<file path="src/rtl/m_pkg.sv">
// Shared beat, match-table and classifier types for the packet path.
package m_pkg;
  localparam int DATA_W = 32;

  typedef logic [1:0] len_t;
  typedef logic [7:0] packet_word_off_t;
  typedef logic [7:0] buffer_t;

  typedef struct packed {
    logic              sop;
    logic              eop;
    len_t              length;
    logic [DATA_W-1:0] data;
  } in_t;

  typedef struct packed {
    logic              sop;
    logic              eop;
    len_t              length;
    logic [DATA_W-1:0] data;
    buffer_t           buffer;
  } out_t;

  typedef struct packed {
    logic              valid;
    packet_word_off_t  off;
    logic [DATA_W-1:0] match;
    buffer_t           buffer;
  } sym_match_t;

  typedef enum logic {IDLE, IN_PKT} m_pkt_match_state_t;

  typedef struct packed {
    logic    hit;
    buffer_t buffer;
  } m_pkt_match_latch_t;

  localparam packet_word_off_t PACKET_WORD_OFF_MAX = 8'hFF;
  localparam len_t             LEN_FULL            = 2'd3;
endpackage

</file>
<file path="src/rtl/m_skid_buffer.sv">
// Two-entry skid buffer with a registered upstream accept; entry 0 is the output head.
module m_skid_buffer #(
  parameter type T = logic [7:0]
) (
  input  logic clk,
  input  logic arst_n,
  input  logic push,
  input  T     push_data,
  output logic in_accept,
  output logic out_vld,
  output T     out_data,
  input  logic out_accept
);
  logic [1:0] cnt_q, cnt_d;
  T           ent0_q, ent0_d, ent1_q, ent1_d;
  logic       in_accept_q, in_accept_d;
  logic       pop;

  always_comb begin
    pop    = (cnt_q != 2'd0) & out_accept;
    ent0_d = ent0_q;
    ent1_d = ent1_q;
    if (pop) ent0_d = ent1_q;
    // A push lands in the slot left free after this cycle's pop.
    if (push) begin
      if (cnt_q == {1'b0, pop}) ent0_d = push_data;
      else                      ent1_d = push_data;
    end
    cnt_d       = cnt_q + {1'b0, push} - {1'b0, pop};
    in_accept_d = (cnt_d <= 2'd1);
  end

  always_ff @(posedge clk or negedge arst_n) begin
    if (!arst_n) begin
      cnt_q       <= 2'd0;
      ent0_q      <= '0;
      ent1_q      <= '0;
      in_accept_q <= 1'b0;
    end else begin
      cnt_q       <= cnt_d;
      ent0_q      <= ent0_d;
      ent1_q      <= ent1_d;
      in_accept_q <= in_accept_d;
    end
  end

  assign in_accept = in_accept_q;
  assign out_vld   = (cnt_q != 2'd0);
  assign out_data  = ent0_q;
endmodule

</file>
<file path="src/rtl/m_pkt_match.sv">
// Inline packet classifier: framing FSM, word-offset match table and EOP buffer tagging.
module m_pkt_match
  import m_pkg::*;
#(
  parameter int N_MATCH = 4
) (
  input  logic                     clk,
  input  logic                     arst_n,
  input  logic                     in_vld,
  input  in_t                      in,
  output logic                     in_accept,
  output logic                     out_vld,
  output out_t                     out,
  input  logic                     out_accept,
  input  sym_match_t [N_MATCH-1:0] cfg_match,
  output logic                     err_framing
);
  m_pkt_match_state_t state_q, state_d;
  packet_word_off_t   woff_q, woff_d, cur_off;
  m_pkt_match_latch_t latch_q, latch_d, base_latch, latch_upd;
  logic               err_q, err_d;
  logic               beat_acc, fwd;
  logic               hit_any;
  buffer_t            hit_buf;
  out_t               beat_out;

  // woff_q holds the offset the next non-sop beat will carry.
  assign cur_off = in.sop ? '0 : woff_q;

  always_comb begin
    hit_any = 1'b0;
    hit_buf = '0;
    // Scan high to low so the lowest hitting index is left standing.
    for (int i = N_MATCH - 1; i >= 0; i--) begin
      if (cfg_match[i].valid && (cfg_match[i].off == cur_off) &&
          (in.length == LEN_FULL) && (cfg_match[i].match == in.data)) begin
        hit_any = 1'b1;
        hit_buf = cfg_match[i].buffer;
      end
    end
  end

  always_comb begin
    beat_acc   = in_vld & in_accept;
    fwd        = beat_acc & (in.sop | (state_q == IN_PKT));
    base_latch = in.sop ? '0 : latch_q;
    latch_upd  = base_latch;
    if (!base_latch.hit && hit_any) begin
      latch_upd.hit    = 1'b1;
      latch_upd.buffer = hit_buf;
    end

    beat_out.sop    = in.sop;
    beat_out.eop    = in.eop;
    beat_out.length = in.length;
    beat_out.data   = in.data;
    beat_out.buffer = (in.eop && latch_upd.hit) ? latch_upd.buffer : '0;

    state_d = state_q;
    woff_d  = woff_q;
    latch_d = latch_q;
    err_d   = err_q;
    if (beat_acc) begin
      if ((state_q == IDLE) && !in.sop)  err_d = 1'b1;
      if ((state_q == IN_PKT) && in.sop) err_d = 1'b1;
      if (fwd) begin
        state_d = in.eop ? IDLE : IN_PKT;
        woff_d  = (cur_off == PACKET_WORD_OFF_MAX) ? PACKET_WORD_OFF_MAX : cur_off + 8'd1;
        latch_d = latch_upd;
      end
    end
  end

  always_ff @(posedge clk or negedge arst_n) begin
    if (!arst_n) begin
      state_q <= IDLE;
      woff_q  <= '0;
      latch_q <= '0;
      err_q   <= 1'b0;
    end else begin
      state_q <= state_d;
      woff_q  <= woff_d;
      latch_q <= latch_d;
      err_q   <= err_d;
    end
  end

  assign err_framing = err_q;

  m_skid_buffer #(.T(out_t)) u_skid (
    .clk        (clk),
    .arst_n     (arst_n),
    .push       (fwd),
    .push_data  (beat_out),
    .in_accept  (in_accept),
    .out_vld    (out_vld),
    .out_data   (out),
    .out_accept (out_accept)
  );
endmodule
</file>
<file path="config.mk">
export PLATFORM = sky130hd
export DESIGN_NAME = m_pkt_match
export DESIGN_NICKNAME = d
export VERILOG_FILES = /design/src/rtl/m_pkg.sv /design/src/rtl/m_skid_buffer.sv /design/src/rtl/m_pkt_match.sv
export SDC_FILE = /design/constraint.sdc
export NUM_CORES = 1
export LEC_CHECK = 0
export ABC_AREA = 1
export CAP_MARGIN = 20
export CORE_UTILIZATION = 43
export CTS_CLUSTER_SIZE = 16
export DETAILED_ROUTE_END_ITERATION = 12
export PLACE_DENSITY = 0.81
export SLEW_MARGIN = 25
export SYNTH_ARGS = -nofsm -noshare
export SYNTH_HDL_FRONTEND = slang
export SYNTH_SLANG_ARGS = --single-unit
</file>
<file path="constraint.sdc">
create_clock -name clk -period 2.7 [get_ports clk]
set_clock_uncertainty 0.15 [all_clocks]
set_input_delay 0.54 -clock clk [delete_from_list [all_inputs] [get_ports clk]]
set_output_delay 0.54 -clock clk [all_outputs]
set_load 0.05 [all_outputs]
</file>
==> metrics.csv <==
metric,value,unit
# clock sinks,110,
root buffer cell,clkbuf_16,
core area,0.0203,mm2
synthesis-to-layout area growth,59.2,%
CTS Buf Count,9,
Max Freq,0.367,GHz
minimum clock period,2.73,ns
Worst Path Max Fanout,8,
met1 usage,48.2,%
largest net degree at the start of global routing,73,
height of the die,146,um
CTS H-tree lvls,3,
setup ws final,-0.0277,ns
Post-Syn Instances,1433,
Ys Warns,0,
"FF+latch count, synth",110,
Tcrit/Tclk final,101,%
final setup fails,1,
synthesized net count,1673,
Worst Path Arrival,2.88,ns
Post-synth EDFFs,0,
die area,0.0214,mm2
post-synth top area cell,dfrtp_1,
Via-to-Cell Ratio,5.32,
drt pass-1 iters,8,
Tot Pwr,9.55,mW
simple-gate portion of the synthesized area,39.5,%
post-synthesis average cell area,6.24,um2
"Primary FF master, synth",dfrtp_1,
cell chain of the critical path,"clkdlybuf4s50_1, inv_1, nand2_1, nand2_1, nor3_2, buf_4, nand3_2, nor2_4, nand2_2, nand2_2, inv_2, nand2_4, buf_6, nor2_4, nor2_4, nand4_1, nand2_1",
Final TNS setup,-0.0277,ns
failing checks,negative setup slack,
maximum VDD drop,0.000436,V
critical path's top delay family,simple AND/OR/NAND/NOR gates,
GRT Max-Usage Layer,met2,
LEAKAGE,7.34,nW
nature of the critical path startpoint,input port,
Boundary Pins,283,
Crit. End Element,register,
xor and xnor area share after synthesis,9.19,%
WP buf/inv,5,
first-pass GRT wire length,59500,um
initial drt markers,1098,
worst min path class,register to register,
Final #Nets,2104,
total gr overflow,0,
Least-Margin Pin Slew,0.554,ns
initial antenna violation count,2,
mean routed wirelength per cell,19.1,um
compound-cell area share of the yosys netlist,9.16,%
num rows,52,
clock transition at the registers of the reported paths,0.08,ns
slowest cell on the critical path,clkdlybuf4s50_1,
drc violations,0,
Routability Congestion,0.988,
CTS tree,yes,
post-synthesis adder-cell area fraction,0.559,%
relative slew slack,63.0,%
Yosys top cell area share,30.8,%
met3 GRT Util,6.31,%
via count,11400,
"Slew Viols, Final",0,
vias in the first global route,10700,
post-synthesis mux area share,0,%
Fin. Hold Viols,0,
dpl hpwl,32300,um
final WL,40900,um
"Seq/Total Area, Yosys",30.8,%
Starting Density,44.1,%
IO buf count,282,
critical path type,input port to register,
Netlist cell types,38,
clk buf depth,2,
data required time at the worst endpoint,2.85,ns
DRT antenna net count,0,
Netlist Area Pre-Place,0.00895,mm2
PD cells,671,mW/mm2
die width,146,um
Synth area leaders,"dfrtp_1 31%, nand2_1 20%, nor2_1 8.8%, inv_1 7.5%, xnor2_1 5.0%",
placed cell area,0.0133,mm2
max-cap viol count,0,
Crit path largest cell delay,0.56,ns
GR Layer Usage met2,60.3,%
worst skew pair latency,0.36,ns
"FFs w/ async S/R, synth",100,%
status,finished with violations,
gr usage total,36.9,%
"Design Area, Final",0.0142,mm2
main combinational cell family by area after synthesis,simple AND/OR/NAND/NOR gates,
layout cells sized above 1,19.9,%
## worst paths after layout
check	start	to	slack, ns	depth (start not counted)
max	cfg_match[121]	u_skid.out_data[1]$_DFF_PN0_	-0.03	17
min	u_skid.ent1_q[15]$_DFFE_PN0P_	u_skid.ent1_q[15]$_DFFE_PN0P_	0.33	2
max reg2reg	woff_q[5]$_DFFE_PN0P_	u_skid.out_data[1]$_DFF_PN0_	0.20	18
min reg2reg	u_skid.ent1_q[15]$_DFFE_PN0P_	u_skid.ent1_q[15]$_DFFE_PN0P_	0.33	2
max in group asynchronous	arst_n	u_skid.ent1_q[25]$_DFFE_PN0P_	1.29	3
min in group asynchronous	arst_n	woff_q[4]$_DFFE_PN0P_	0.49	2
## metal layers
metal	vias up	routed length [um]
li1	5285	-
met1	5210	15800
met2	760	19000
met3	130	4220
met4	0	1930
met5	-	0
## metrics by stage
step | setup slack (ns) | instances | util, % | hold slack (ns)
finish | -0.0277 | 2142 | 70.2 | 0.329
global route | -0.0698 | 2140 | 70.2 | 0.345
CTS | 0.00393 | 2132 | 67.0 | 0.326
detailed placement | -0.561 | 2116 | 65.5 | 0.308
global placement | -0.522 | 2116 | 65.5 | 0.304
floorplan | 0.0190 | 1433 | - | 0.0944
## where the power goes
| part | internal, mW | switching [mW] | total [mW] |
|---|---|---|---|
| sequential | 2.35 | 0.489 | 2.84 |
| clock | 0.641 | 0.681 | 1.32 |
| combinational | 2.04 | 3.35 | 5.39 |
| total | 5.03 | 4.52 | 9.55 |
## final cells by class
type,count,area (um2)
inverter,185,702
sequential,110,2750
fill,1708,6050
multi-input combinational,1088,5780
tap,270,338
clock buffer,9,225
clock inverter,6,56.3
antenna,4,10.0
timing repair buffer,470,4380
## cells in the mapped netlist, types with 16 or more instances
cell type / number
a31oi_1: 16
clkbuf_1: 25
dfrtp_1: 110
inv_1: 179
nand2_1: 486
nand3_1: 68
nand4_1: 16
nor2_1: 210
o21ai_0: 82
o22ai_1: 25
xnor2_1: 51
xor2_1: 41
## registers in the layout, indices dropped and copies added, names as in the netlist
register / flops
latch_q: 9
u_skid.cnt_q: 2
err_framing: 1
woff_q: 8
u_skid.in_accept: 1
state_q: 1
u_skid.out_data: 44
u_skid.ent1_q: 44
## cells in the final DEF (no fill, tap or decap), types with 4 or more instances in the layout
cell / instances
a21oi_1: 7
a31oi_1: 16
buf_12: 6
buf_4: 173
buf_6: 9
clkbuf_16: 9
clkdlybuf4s50_1: 243
dfrtp_1: 110
diode_2: 4
dlygate4sd2_1: 9
dlymetal6s2s_1: 26
ha_1: 4
inv_1: 171
inv_2: 11
nand2_1: 456
nand2_2: 34
nand2_4: 5
nand2_8: 4
nand3_1: 56
nand3_2: 15
nand3b_1: 10
nand4_1: 16
nor2_1: 168
nor2_2: 40
nor2_4: 17
o211ai_1: 8
o21ai_0: 78
o21ai_1: 5
o22ai_1: 25
or2_2: 12
xnor2_1: 33
xnor2_2: 17
xor2_1: 36
xor2_2: 6
## repair_timing
| action | 4_1_cts | 5_1_grt |
|---|---|---|
| setup buffers | 0 | 5 |
| endpoints found under the setup margin | 24 | 24 |
| hold buffers | 1 | 0 |
| endpoints found under the hold margin | 25 | 0 |
| resized for setup | 23 | 166 |
| pin swaps | 1 | 41 |
| cloned | 0 | 1 |
## worst min-delay path: cells and delay by family (launching register included)
family | cells | cell delay (ns)
AND/OR/NAND/NOR | 2 | 0.10
flip-flops | 1 | 0.35
## cell families after synthesis
group,Yosys count
buf+inv,236
simple gates,844
flops,110
fa+ha+maj,4
compound gates,146
xor+xnor,93
Power figures use the tool's default switching activity.
